===== src/rtl/ddr3_model_fifo.sv =====
// ---------------------------------------------------------------------------
// ddr3_model_fifo
// Small synchronous first-word-fall-through FIFO used for the command queue
// and the write-data queue of the DDR3 app-interface model.
// Ports:
//   ui_clk, ui_rst     clock, asynchronous active-low reset
//   push, push_data    write side (ignored while full)
//   pop, pop_data      read side; pop_data shows the head entry (ignored while empty)
//   full, empty, count occupancy status, all decoded from registered state
// ---------------------------------------------------------------------------
module ddr3_model_fifo #(
  parameter int WIDTH = 8,
  parameter int AW    = 2
) (
  input  logic             ui_clk,
  input  logic             ui_rst,
  input  logic             push,
  input  logic [WIDTH-1:0] push_data,
  input  logic             pop,
  output logic [WIDTH-1:0] pop_data,
  output logic             full,
  output logic             empty,
  output logic [AW:0]      count
);

  localparam int DEPTH = 1 << AW;

  logic [WIDTH-1:0] mem_r [DEPTH];
  logic [AW-1:0]    wr_ptr_r;
  logic [AW-1:0]    rd_ptr_r;
  logic [AW:0]      count_r;
  logic             push_s;
  logic             pop_s;

  assign push_s   = push & ~full;
  assign pop_s    = pop & ~empty;
  assign full     = (count_r == (AW+1)'(DEPTH));
  assign empty    = (count_r == {(AW+1){1'b0}});
  assign count    = count_r;
  assign pop_data = mem_r[rd_ptr_r];

  // Pointer and occupancy bookkeeping; simultaneous push and pop leaves count unchanged.
  always_ff @(posedge ui_clk or negedge ui_rst) begin
    if (!ui_rst) begin
      wr_ptr_r <= {AW{1'b0}};
      rd_ptr_r <= {AW{1'b0}};
      count_r  <= {(AW+1){1'b0}};
    end else begin
      if (push_s) begin
        wr_ptr_r <= wr_ptr_r + AW'(1'b1);
      end
      if (pop_s) begin
        rd_ptr_r <= rd_ptr_r + AW'(1'b1);
      end
      case ({push_s, pop_s})
        2'b10:   count_r <= count_r + (AW+1)'(1'b1);
        2'b01:   count_r <= count_r - (AW+1)'(1'b1);
        default: count_r <= count_r;
      endcase
    end
  end

  // Storage needs no reset: an entry is only observed after it has been pushed.
  always_ff @(posedge ui_clk) begin
    if (push_s) begin
      mem_r[wr_ptr_r] <= push_data;
    end
  end

endmodule


===== config.mk =====
export PLATFORM = sky130hd
export DESIGN_NAME = ddr3_model_fifo
export DESIGN_NICKNAME = d
export VERILOG_FILES = /design/src/rtl/ddr3_model_fifo.sv
export SDC_FILE = /design/constraint.sdc
export NUM_CORES = 1
export LEC_CHECK = 0
export CAP_MARGIN = 20
export CORE_UTILIZATION = 52
export DETAILED_ROUTE_END_ITERATION = 6
export PLACE_DENSITY = 0.85
export RECOVER_POWER = 25
export SKIP_LAST_GASP = 1
export SLEW_MARGIN = 25
export SYNTH_ARGS = -nofsm -noshare
export SYNTH_HDL_FRONTEND = slang
export SYNTH_SLANG_ARGS = --single-unit

===== constraint.sdc =====
create_clock -name ui_clk -period 2.46 [get_ports ui_clk]
set_input_delay 0.369 -clock ui_clk [delete_from_list [all_inputs] [get_ports ui_clk]]
set_output_delay 0.369 -clock ui_clk [all_outputs]
set_load 0.01 [all_outputs]

; Word-level counts from Yosys, hierarchy flattened
; Memories as Yosys holds them, arrays and structs flattened.
; Index checks and enable logic that the tools add are counted.
; W data, S select, Z words.
[classes]
addsub = 4
eq_ne = 3
n_mux = 3
n_bitwise = 4
n_reduce_logical = 2
[op_table]
columns = operator, n
row1 = $pmux W3 S2, 1
row2 = $add A2 B1 Y2 const B, 2
row3 = $add A3 B1 Y3 const B, 1
row4 = $eq A3 B3 Y1 const B, 1
row5 = $logic_not A3 Y1, 1
row6 = $sub A3 B1 Y3 const B, 1
row7 = $and A1 B1 Y1, 2
row8 = $eq A2 B1 Y1 const B, 1
row9 = $eq A2 B2 Y1 const B, 1
row10 = $mux W1, 2
row11 = $not A1 Y1, 2
row12 = $reduce_bool A2 Y1, 1
[word_totals]
ff_bits = 7
ramBits = 32
word_cells = 20
mem_count = 1
[mem_list]
columns = memory, words, word_bits, rd, rd_ports_with_merged_regs, write_ports, line
row1 = mem_r, 4, 8, 1, 0, 1, 28  ; logic [WIDTH-1:0] mem_r [DEPTH];

; Longest topological paths before layout
; Gate-level depths: netlist (run 1).
[depth]
ltp_word = 5
depth_mapped = 9
ltp_nobuf = 9

; Least setup slack after synthesis (run 1)
; Ideal clock, no wire load.
[synth_timing]
path_type = flip-flop to flip-flop
start = reg count_r[0] (netlist: count[0])
end = reg count_r[2] (netlist: count[2])
setup_time_ps = 79
arrival_ps = 1891
t_required_ps = 2381
slack_ps = 490
path_stages_with_launch = 10
path_buffers = 0
period_less_slack_ps = 1970
path_cell_list = dfrtp_1 nor3b_4 nor2b_4 inv_1 ha_1 inv_1 fa_1 xor2_1 nor2_1 xor2_1
[synth_between]
elab_chain_len = 5
elab_cells_between_ends = 12
[synth_lines]
columns = item, line
row1 = from (decl), 31  ; logic [AW:0] count_r;
row2 = from (signal assigned), 47  ; count_r <= {(AW+1){1'b0}};
row3 = from (signal assigned), 56  ; 2'b10: count_r <= count_r + (AW+1)'(1'b1);
row4 = from (signal assigned), 57  ; 2'b01: count_r <= count_r - (AW+1)'(1'b1);
row5 = $eq A3 B3 Y1 *, 37  ; assign full = (count_r == (AW+1)'(DEPTH));
row6 = net full, 21  ; output logic full,
row7 = $not A1 Y1 *, 35  ; assign push_s = push & ~full;
row8 = $and A1 B1 Y1 *, 35
row9 = $eq A2 B1 Y1 or $eq A2 B2 Y1 (tied branches), 55  ; case ({push_s, pop_s})
row10 = $pmux W3 S2 or $reduce_bool A2 Y1 (tied branches), -
; The timed path passes the listed nets; every way through them passes the cells marked *.
; A chain may end at the register's enable or synchronous reset.

; Worst setup path in the final report (run 1)
[layout_timing]
start = reg rd_ptr_r[0]
end = out pop_data[2]
[layout_between]
elab_chain_len = 1
[layout_lines]
columns = item, line
row1 = from (decl), 30  ; logic [AW-1:0] rd_ptr_r;
row2 = from (signal assigned), 46  ; rd_ptr_r <= {AW{1'b0}};
row3 = from (signal assigned), 53  ; rd_ptr_r <= rd_ptr_r + AW'(1'b1);
row4 = $mem_v2 Z4 W8, -
row5 = to (decl), 20  ; output logic [WIDTH-1:0] pop_data,
; Every way passes these cells.

==> metrics.txt, run 1 <==
# TYPE chip_impl_metric gauge
chip_impl_metric{name="synth_cell_type_count",unit=""} 19
chip_impl_metric{name="placement_rows",unit=""} 19
chip_impl_metric{name="worstPathRequired",unit="ns"} 2.09
chip_impl_metric{name="cts.htree.levels",unit=""} 2
chip_impl_metric{name="boundaryPins",unit=""} 25
chip_impl_metric{name="number_of_buffers_created_by_cts",unit=""} 5
chip_impl_metric{name="grt_first_pass_wirelength",unit="um"} 4167
chip_impl_metric{name="finalClockSkew",unit="ns"} 0.01326
chip_impl_metric{name="syn-num-nets",unit=""} 97
chip_impl_metric{name="setup_tns_final",unit="ns"} 0
chip_impl_metric{name="buffering_stage_count_on_the_worst_path_with_inverters_included",unit=""} 2
chip_impl_info{name="crit_path_cell_trace",value="buf_4, mux4_2, clkdlybuf4s50_1"} 1
chip_impl_metric{name="track_usage",unit="%"} 18.39
chip_impl_metric{name="timing_worst_slew_pin_value",unit="ns"} 0.4170
chip_impl_metric{name="synth_top_cell_area_share",unit="%"} 60.33
chip_impl_metric{name="drc_errors",unit=""} 3
chip_impl_metric{name="globalRouteOverflowTotal",unit=""} 0
chip_impl_metric{name="post-dp-hpwl",unit="um"} 1824
chip_impl_metric{name="worstPathArrival",unit="ns"} 1.88
chip_impl_metric{name="dr_total_vias",unit=""} 772
chip_impl_info{name="clock_root_buffer_master",value="clkbuf_4"} 1
chip_impl_metric{name="nets",unit=""} 128
chip_impl_info{name="crit-reg2reg-capture",value="count[2]"} 1
chip_impl_metric{name="layout_worst_path_cycle_share",unit="%"} 91.59
chip_impl_metric{name="clk-insertion-delay-late",unit="ns"} 0.34
chip_impl_metric{name="post-place-cells",unit=""} 134
chip_impl_metric{name="coreArea",unit="sq um"} 2829
chip_impl_metric{name="nFillCells",unit=""} 193
chip_impl_metric{name="die_h",unit="um"} 57.35
chip_impl_info{name="tritoncts",value="built"} 1
chip_impl_metric{name="largest_net_degree_at_the_start_of_global_routing",unit=""} 13
chip_impl_info{name="r2r-start",value="count[0]"} 1
chip_impl_metric{name="hold_buffers",unit=""} 0
chip_impl_metric{name="number_of_storage_elements_in_the_synthesis_netlist",unit=""} 39
chip_impl_info{name="grt_setup_unrepaired",value="no"} 1
chip_impl_metric{name="worst_rel_slew_slack",unit="%"} 72.20
chip_impl_metric{name="achievable-frequency",unit="GHz"} 0.4438
chip_impl_metric{name="critical_path_max_stage_delay",unit="ns"} 0.52
chip_impl_metric{name="yosys_warnings",unit=""} 0
chip_impl_metric{name="drv_cap",unit=""} 0
chip_impl_metric{name="drt-pass1-iter-count",unit=""} 7
chip_impl_metric{name="start_util",unit="%"} 56.30
chip_impl_info{name="synth.largest_area_cell",value="edfxtp_1"} 1
chip_impl_metric{name="final-hold-violation-count",unit=""} 0
chip_impl_info{name="violations",value="DRC"} 1
chip_impl_metric{name="die_width",unit="um"} 57.35
chip_impl_metric{name="seq_area_frac_synth",unit="%"} 71.33
chip_impl_metric{name="clk_pin_slew_worst_paths",unit="ns"} 0.11
chip_impl_metric{name="syn-cell-area",unit="sq um"} 1593
chip_impl_info{name="critical_path.slowest_cell",value="mux4_2"} 1
chip_impl_metric{name="wl_per_cell",unit="um"} 17.92
chip_impl_metric{name="drt_iter0_markers",unit=""} 20
chip_impl_metric{name="p_leak",unit="nW"} 0.7045
chip_impl_info{name="critPathTopFamily",value="buffers and inverters"} 1
chip_impl_metric{name="cts_buffer_depth",unit=""} 2
chip_impl_metric{name="post_cts_resized",unit=""} 0
chip_impl_metric{name="synth_cells",unit=""} 79
chip_impl_metric{name="number_of_antenna_violations_at_the_first_check_in_global_routing",unit=""} 0
chip_impl_metric{name="worstPathMaxFanout",unit=""} 6
chip_impl_metric{name="fin_crit",unit="ns"} 2.253
chip_impl_metric{name="dieArea",unit="sq um"} 3288
chip_impl_info{name="hp-class",value="in -> async"} 1
chip_impl_metric{name="crit_cells",unit=""} 3
chip_impl_info{name="critical_path_class",value="reg -> out"} 1
chip_impl_metric{name="setup.reg_to_reg.worst_slack",unit="ns"} 0.35
chip_impl_metric{name="routed_via_density",unit=""} 5.437
chip_impl_info{name="timing.critical_path.from_type",value="flip-flop"} 1
chip_impl_metric{name="final_layout_size_suffix_gt1_share",unit="%"} 21.62
chip_impl_metric{name="clock_sink_count",unit=""} 39
chip_impl_metric{name="cell_count_of_the_worst_reg_to_reg_path",unit=""} 9
chip_impl_metric{name="timing_max_transition_violations_final",unit=""} 0
chip_impl_metric{name="finish.cell_count_without_fillers",unit=""} 142
chip_impl_info{name="end_kind",value="primary output"} 1
chip_impl_metric{name="syn_area_per_cell",unit="sq um"} 20.16
chip_impl_metric{name="port_buffers",unit=""} 24
chip_impl_info{name="netlist_top_cells_area",value="edfxtp_1 (60%), mux4_2 (11%), dfrtp_1 (11%)"} 1
chip_impl_metric{name="cts_post_setup_buffers_inserted",unit=""} 0
chip_impl_metric{name="finalWeightedCongestion",unit=""} 0.7103
chip_impl_metric{name="ant_nets",unit=""} 0
chip_impl_info{name="outcome",value="finished, violations left"} 1
chip_impl_metric{name="areaGrowthSynthToFinish",unit="%"} 21.05
chip_impl_metric{name="antenna-diode-count",unit=""} 0
chip_impl_metric{name="peakVddDrop",unit="mV"} 0.6906
chip_impl_metric{name="setup_viol",unit=""} 0
chip_impl_metric{name="p_per_area",unit="nW/um^2"} 1154
chip_impl_metric{name="final_routed_wirelength",unit="um"} 2545
chip_impl_metric{name="grt_pass1_vias",unit=""} 824
[logic make-up after synthesis]
logic type / count (synthesis) / share of synthesized area, %
flops: 39 / 71.33
fa+ha+maj: 6 / 5.185
xor+xnor: 6 / 3.300
compound gates: 1 / 0.6285
buf+inv: 8 / 1.963
mux: 10 / 12.88
simple gates: 9 / 4.713
[cells in the final DEF (no fill, tap or decap)]
cell,Yosys,final
buf_4,0,2
nor3_1,1,1
and2_2,4,4
edfxtp_1,32,32
mux2i_1,1,1
clkbuf_1,1,1
xor2_1,3,3
clkdlybuf4s50_1,0,18
clkbuf_4,0,5
inv_1,6,6
dfrtp_1,7,7
mux4_2,8,8
nor2b_4,1,1
nor2_1,1,1
fa_1,1,1
nor3b_4,1,1
o31a_2,1,1
ha_1,5,5
clkinv_2,0,1
clkinv_1,0,1
xnor2_1,3,3
mux2_4,1,1
dlygate4sd3_1,0,6
nand2_1,1,1
[per-layer routing]
| layer | share of wire, % | vias up | global-route usage (%) |
|---|---|---|---|
| met2 | 51 | 15 | 28.74 |
| met4 | 1.5 | 0 | 8.362 |
| met3 | 3.9 | 5 | 5.669 |
| met5 | 0 | - | 0 |
| met1 | 44 | 394 | 23.88 |
| li1 | - | 358 | - |
[cell usage after synthesis]
cell type / count
xnor2_1: 3
inv_1: 6
xor2_1: 3
buf_2: 1
mux4_2: 8
nor2b_4: 1
dfrtp_1: 7
mux2i_1: 1
nor3_1: 1
and2_2: 4
fa_1: 1
o31a_2: 1
ha_1: 5
mux2_4: 1
nand2_1: 1
nor3b_4: 1
edfxtp_1: 32
clkbuf_1: 1
nor2_1: 1
[registers in the layout, indices dropped and copies added (netlist names)]
signal    count
rd_ptr_r      2
count         3
wr_ptr_r      2
mem_r        32
[where the power goes]
part	switching, W	internal [W]
Combinational	0.000383	0.000527
Clock	0.000190	0.000107
Sequential	0.000123	0.000894
Total	0.000696	0.00153
[how the worst max path moves through the flow]
| stage | slack [ns] | startpoint | to |
|---|---|---|---|
| finish | 0.21 | rd_ptr_r[0] | pop_data[2] |
| CTS | 0.19 | rd_ptr_r[0] | pop_data[6] |
| global route | 0.13 | rd_ptr_r[0] | pop_data[6] |
| floorplan | 0.49 | count[0] | count[2] |
| global placement | 0.42 | pop | count[2] |
| detailed placement | 0.25 | push | count[2] |
[stage by stage]
step	area, sq um	setup slack [ns]	power [W]	hold WS [ns]	utilization, %
after global placement	1878	0.4170	0.001903	0.5342	66.39
after global routing	1928	0.1346	0.002364	0.3426	68.16
after CTS	1928	0.1939	0.002261	0.2836	68.16
after detailed placement	1878	0.2452	0.001964	0.5670	66.39
after floorplan	1593	0.4898	0.001535	0.07341	-
final	1928	0.2068	0.002225	0.3494	68.16
[area by class of cell]
cell class                      instances  area (sq um)  area share [%]
Inverter                                6         22.52           1.168
Timing Repair Buffer                   26         255.2           13.24
Sequential cell                        39          1136           58.92
Clock inverter                          2         8.758          0.4543
Multi-Input combinational cell         32         425.4           22.06
Clock buffer                            6         41.29           2.141
Tap cell                               31         38.79           2.012
Power figures use the tool's default switching activity.
==> run 2, diff against run 1 <==
--- a/config.mk
+++ b/config.mk
@@ -5,7 +5,6 @@
 export SDC_FILE = /design/constraint.sdc
 export NUM_CORES = 1
 export LEC_CHECK = 0
-export CAP_MARGIN = 20
 export CORE_UTILIZATION = 52
 export DETAILED_ROUTE_END_ITERATION = 6
 export PLACE_DENSITY = 0.85
==> results of run 2 <==
Same layout as run 1: the final DEF is identical, and so are final timing and power.
==> run 3, diff against run 2 <==
==> constraint.sdc (replaced) <==
create_clock -name ui_clk -period 2.46 [get_ports ui_clk]
set_input_delay 0.492 -clock ui_clk [delete_from_list [all_inputs] [get_ports ui_clk]]
set_output_delay 0.492 -clock ui_clk [all_outputs]
set_load 0.01 [all_outputs]
==> run 3 against run 2 <==
Against the previous run:
- the run still ends with DRC left
- sequential share of layout area down 0.43 points
- routed wire length up 1.5%
- register-to-register slack better by 0.04 ns
- power up 0.99%
- die area unchanged
- critical path type unchanged
- largest power group unchanged
- highest routed layer unchanged
==> metrics.txt, run 3 (synthesis results as in run 1) <==
# TYPE chip_impl_metric gauge
chip_impl_info{name="outcome",value="finished, violations left"} 1
chip_impl_info{name="violations",value="DRC"} 1
chip_impl_metric{name="layout_worst_path_cycle_share",unit="%"} 97.06
chip_impl_info{name="critical_path_class",value="reg -> out"} 1
chip_impl_info{name="grt_setup_unrepaired",value="no"} 1
chip_impl_metric{name="final-hold-violation-count",unit=""} 0
chip_impl_metric{name="finalClockSkew",unit="ns"} 0.007758
chip_impl_metric{name="buffering_stage_count_on_the_worst_path_with_inverters_included",unit=""} 2
chip_impl_metric{name="nets",unit=""} 130
chip_impl_metric{name="port_buffers",unit=""} 24
chip_impl_metric{name="clock_sink_count",unit=""} 39
chip_impl_metric{name="grt_first_pass_wirelength",unit="um"} 4077
chip_impl_metric{name="dieArea",unit="sq um"} 3288
chip_impl_metric{name="timing_max_transition_violations_final",unit=""} 0
chip_impl_metric{name="nFillCells",unit=""} 197
chip_impl_metric{name="coreArea",unit="sq um"} 2829
chip_impl_info{name="clock_root_buffer_master",value="clkbuf_4"} 1
chip_impl_metric{name="peakVddDrop",unit="mV"} 0.7128
chip_impl_metric{name="number_of_antenna_violations_at_the_first_check_in_global_routing",unit=""} 0
chip_impl_info{name="end_kind",value="primary output"} 1
chip_impl_info{name="timing.critical_path.from_type",value="flip-flop"} 1
chip_impl_metric{name="grt_pass1_vias",unit=""} 820
chip_impl_metric{name="worstPathMaxFanout",unit=""} 4
chip_impl_metric{name="areaGrowthSynthToFinish",unit="%"} 22.07
chip_impl_metric{name="post-dp-hpwl",unit="um"} 1916
chip_impl_metric{name="worstPathRequired",unit="ns"} 1.97
chip_impl_metric{name="antenna-diode-count",unit=""} 0
chip_impl_metric{name="track_usage",unit="%"} 18.09
chip_impl_metric{name="dr_total_vias",unit=""} 784
chip_impl_metric{name="achievable-frequency",unit="GHz"} 0.4188
chip_impl_metric{name="drt_iter0_markers",unit=""} 17
chip_impl_info{name="layout_common_cells",value="edfxtp_1 (32), clkdlybuf4s50_1 (19), mux4_2 (8), inv_1 (6), dfrtp_1 (6)"} 1
chip_impl_info{name="layout.cells.most_common",value="edfxtp_1"} 1
chip_impl_metric{name="largest_net_degree_at_the_start_of_global_routing",unit=""} 12
chip_impl_metric{name="multiInputGateArea",unit="sq um"} 425.4
chip_impl_metric{name="start_util",unit="%"} 56.30
chip_impl_metric{name="number_of_buffers_created_by_cts",unit=""} 5
chip_impl_metric{name="clk_pin_slew_worst_paths",unit="ns"} 0.10
chip_impl_metric{name="p_leak",unit="nW"} 0.7125
chip_impl_metric{name="p_per_area",unit="nW/um^2"} 1156
chip_impl_metric{name="whs",unit="ns"} 0.4731
chip_impl_metric{name="cts.htree.levels",unit=""} 2
chip_impl_info{name="hp-class",value="in -> async"} 1
chip_impl_metric{name="clk-insertion-delay-late",unit="ns"} 0.34
chip_impl_info{name="crit_path_cell_trace",value="buf_4, mux4_2, clkdlybuf4s50_1"} 1
chip_impl_metric{name="placement_rows",unit=""} 19
chip_impl_metric{name="final_routed_wirelength",unit="um"} 2582
chip_impl_metric{name="routed_via_density",unit=""} 5.444
chip_impl_info{name="registers.top_by_ff_count",value="mem_r"} 1
chip_impl_metric{name="cts_buffer_depth",unit=""} 2
chip_impl_metric{name="setup_tns_final",unit="ns"} 0
chip_impl_metric{name="critical_path_max_stage_delay",unit="ns"} 0.51
chip_impl_metric{name="ant_nets",unit=""} 0
chip_impl_metric{name="drc_errors",unit=""} 3
chip_impl_metric{name="final_layout_size_suffix_gt1_share",unit="%"} 23.89
chip_impl_metric{name="timing_worst_slew_pin_value",unit="ns"} 0.4007
chip_impl_metric{name="drt-pass1-iter-count",unit=""} 6
chip_impl_metric{name="globalRouteOverflowTotal",unit=""} 0
chip_impl_info{name="critPathTopFamily",value="buffers and inverters"} 1
chip_impl_info{name="critical_path.slowest_cell",value="mux4_2"} 1
chip_impl_metric{name="worstPathArrival",unit="ns"} 1.90
chip_impl_metric{name="drv_cap",unit=""} 0
chip_impl_info{name="tritoncts",value="built"} 1
chip_impl_metric{name="wl_per_cell",unit="um"} 17.93
chip_impl_metric{name="fin_crit",unit="ns"} 2.388
chip_impl_metric{name="sequential_cell_area",unit="sq um"} 1137
chip_impl_metric{name="largest_register_ff_count",unit=""} 32
chip_impl_metric{name="finalWeightedCongestion",unit=""} 0.7134
chip_impl_metric{name="die_h",unit="um"} 57.35
chip_impl_metric{name="setup_viol",unit=""} 0
chip_impl_metric{name="die_width",unit="um"} 57.35
chip_impl_metric{name="boundaryPins",unit=""} 25
chip_impl_metric{name="worst_rel_slew_slack",unit="%"} 73.29
run 3: changes by cell type in the layout (fill, tap and decap cells not counted), sizes merged:
cell           change
buf                +2
clkbuf             +1
clkdlybuf4s50      +1
clkinv             -1
dlygate4sd3        -1
run 3: final timing paths:
kind / startpoint / to / slack, ns / cells after the start
max in group asynchronous: ui_rst / rd_ptr_r[0] / 1.73 / 1
min in group ui_clk: count[2] / count[2] / 0.56 / 1
min: ui_rst / rd_ptr_r[1] / 0.47 / 1
max reg2reg: count[0] / count[2] / 0.39 / 9
min reg2reg: count[2] / count[2] / 0.56 / 1
max: rd_ptr_r[0] / pop_data[5] / 0.07 / 3
run 3: routing by layer:
layer	vias to the layer above	track usage (%)	share of wire, %
li1	364	-	-
met1	392	20.03	37
met2	21	32.23	56
met3	7	5.669	4.7
met4	0	7.317	1.9
met5	-	0	0
run 3: area by class of cell:
cell class	count	share of cell area [%]
sequential	39	58.49
multi-input combinational	32	21.88
timing repair buffer	28	13.90
clock buffer	7	2.317
tap	31	1.995
inverter	6	1.158
clock inverter	1	0.2574
run 3: timing repair:
action,4_1_cts,5_1_grt
setup buffers,2,0
resized for setup,1,0
endpoints found under the setup margin,7,0
hold buffers,0,0
run 3: report_power, final:
part	internal (W)	switching [W]
logic	0.000547	0.000381
clock network	0.000111	0.000182
registers	0.000896	0.000129
total	0.00155	0.000692
run 3: through the flow:
step                      std cells  instance area, sq um  worst slack (ns)  util (%)  total power (W)
final                           144                  1944           0.07244     68.73         0.002247
after global routing            144                  1944           0.01952     68.73         0.002365
after CTS                       144                  1944           0.03444     68.73         0.002284
after detailed placement        134                  1878            0.1205     66.39         0.001957
after global placement          134                  1878            0.2940     66.39         0.001904
after floorplan                  79                  1593            0.4898         -         0.001535
run 3: worst register-to-register path: cells and delay by family (launching register included):
kind,cells,cell delay [ns]
buf+inv,2,0.15
flops,1,0.47
simple gates,3,0.50
fa+ha+maj,2,0.57
xor+xnor,2,0.30
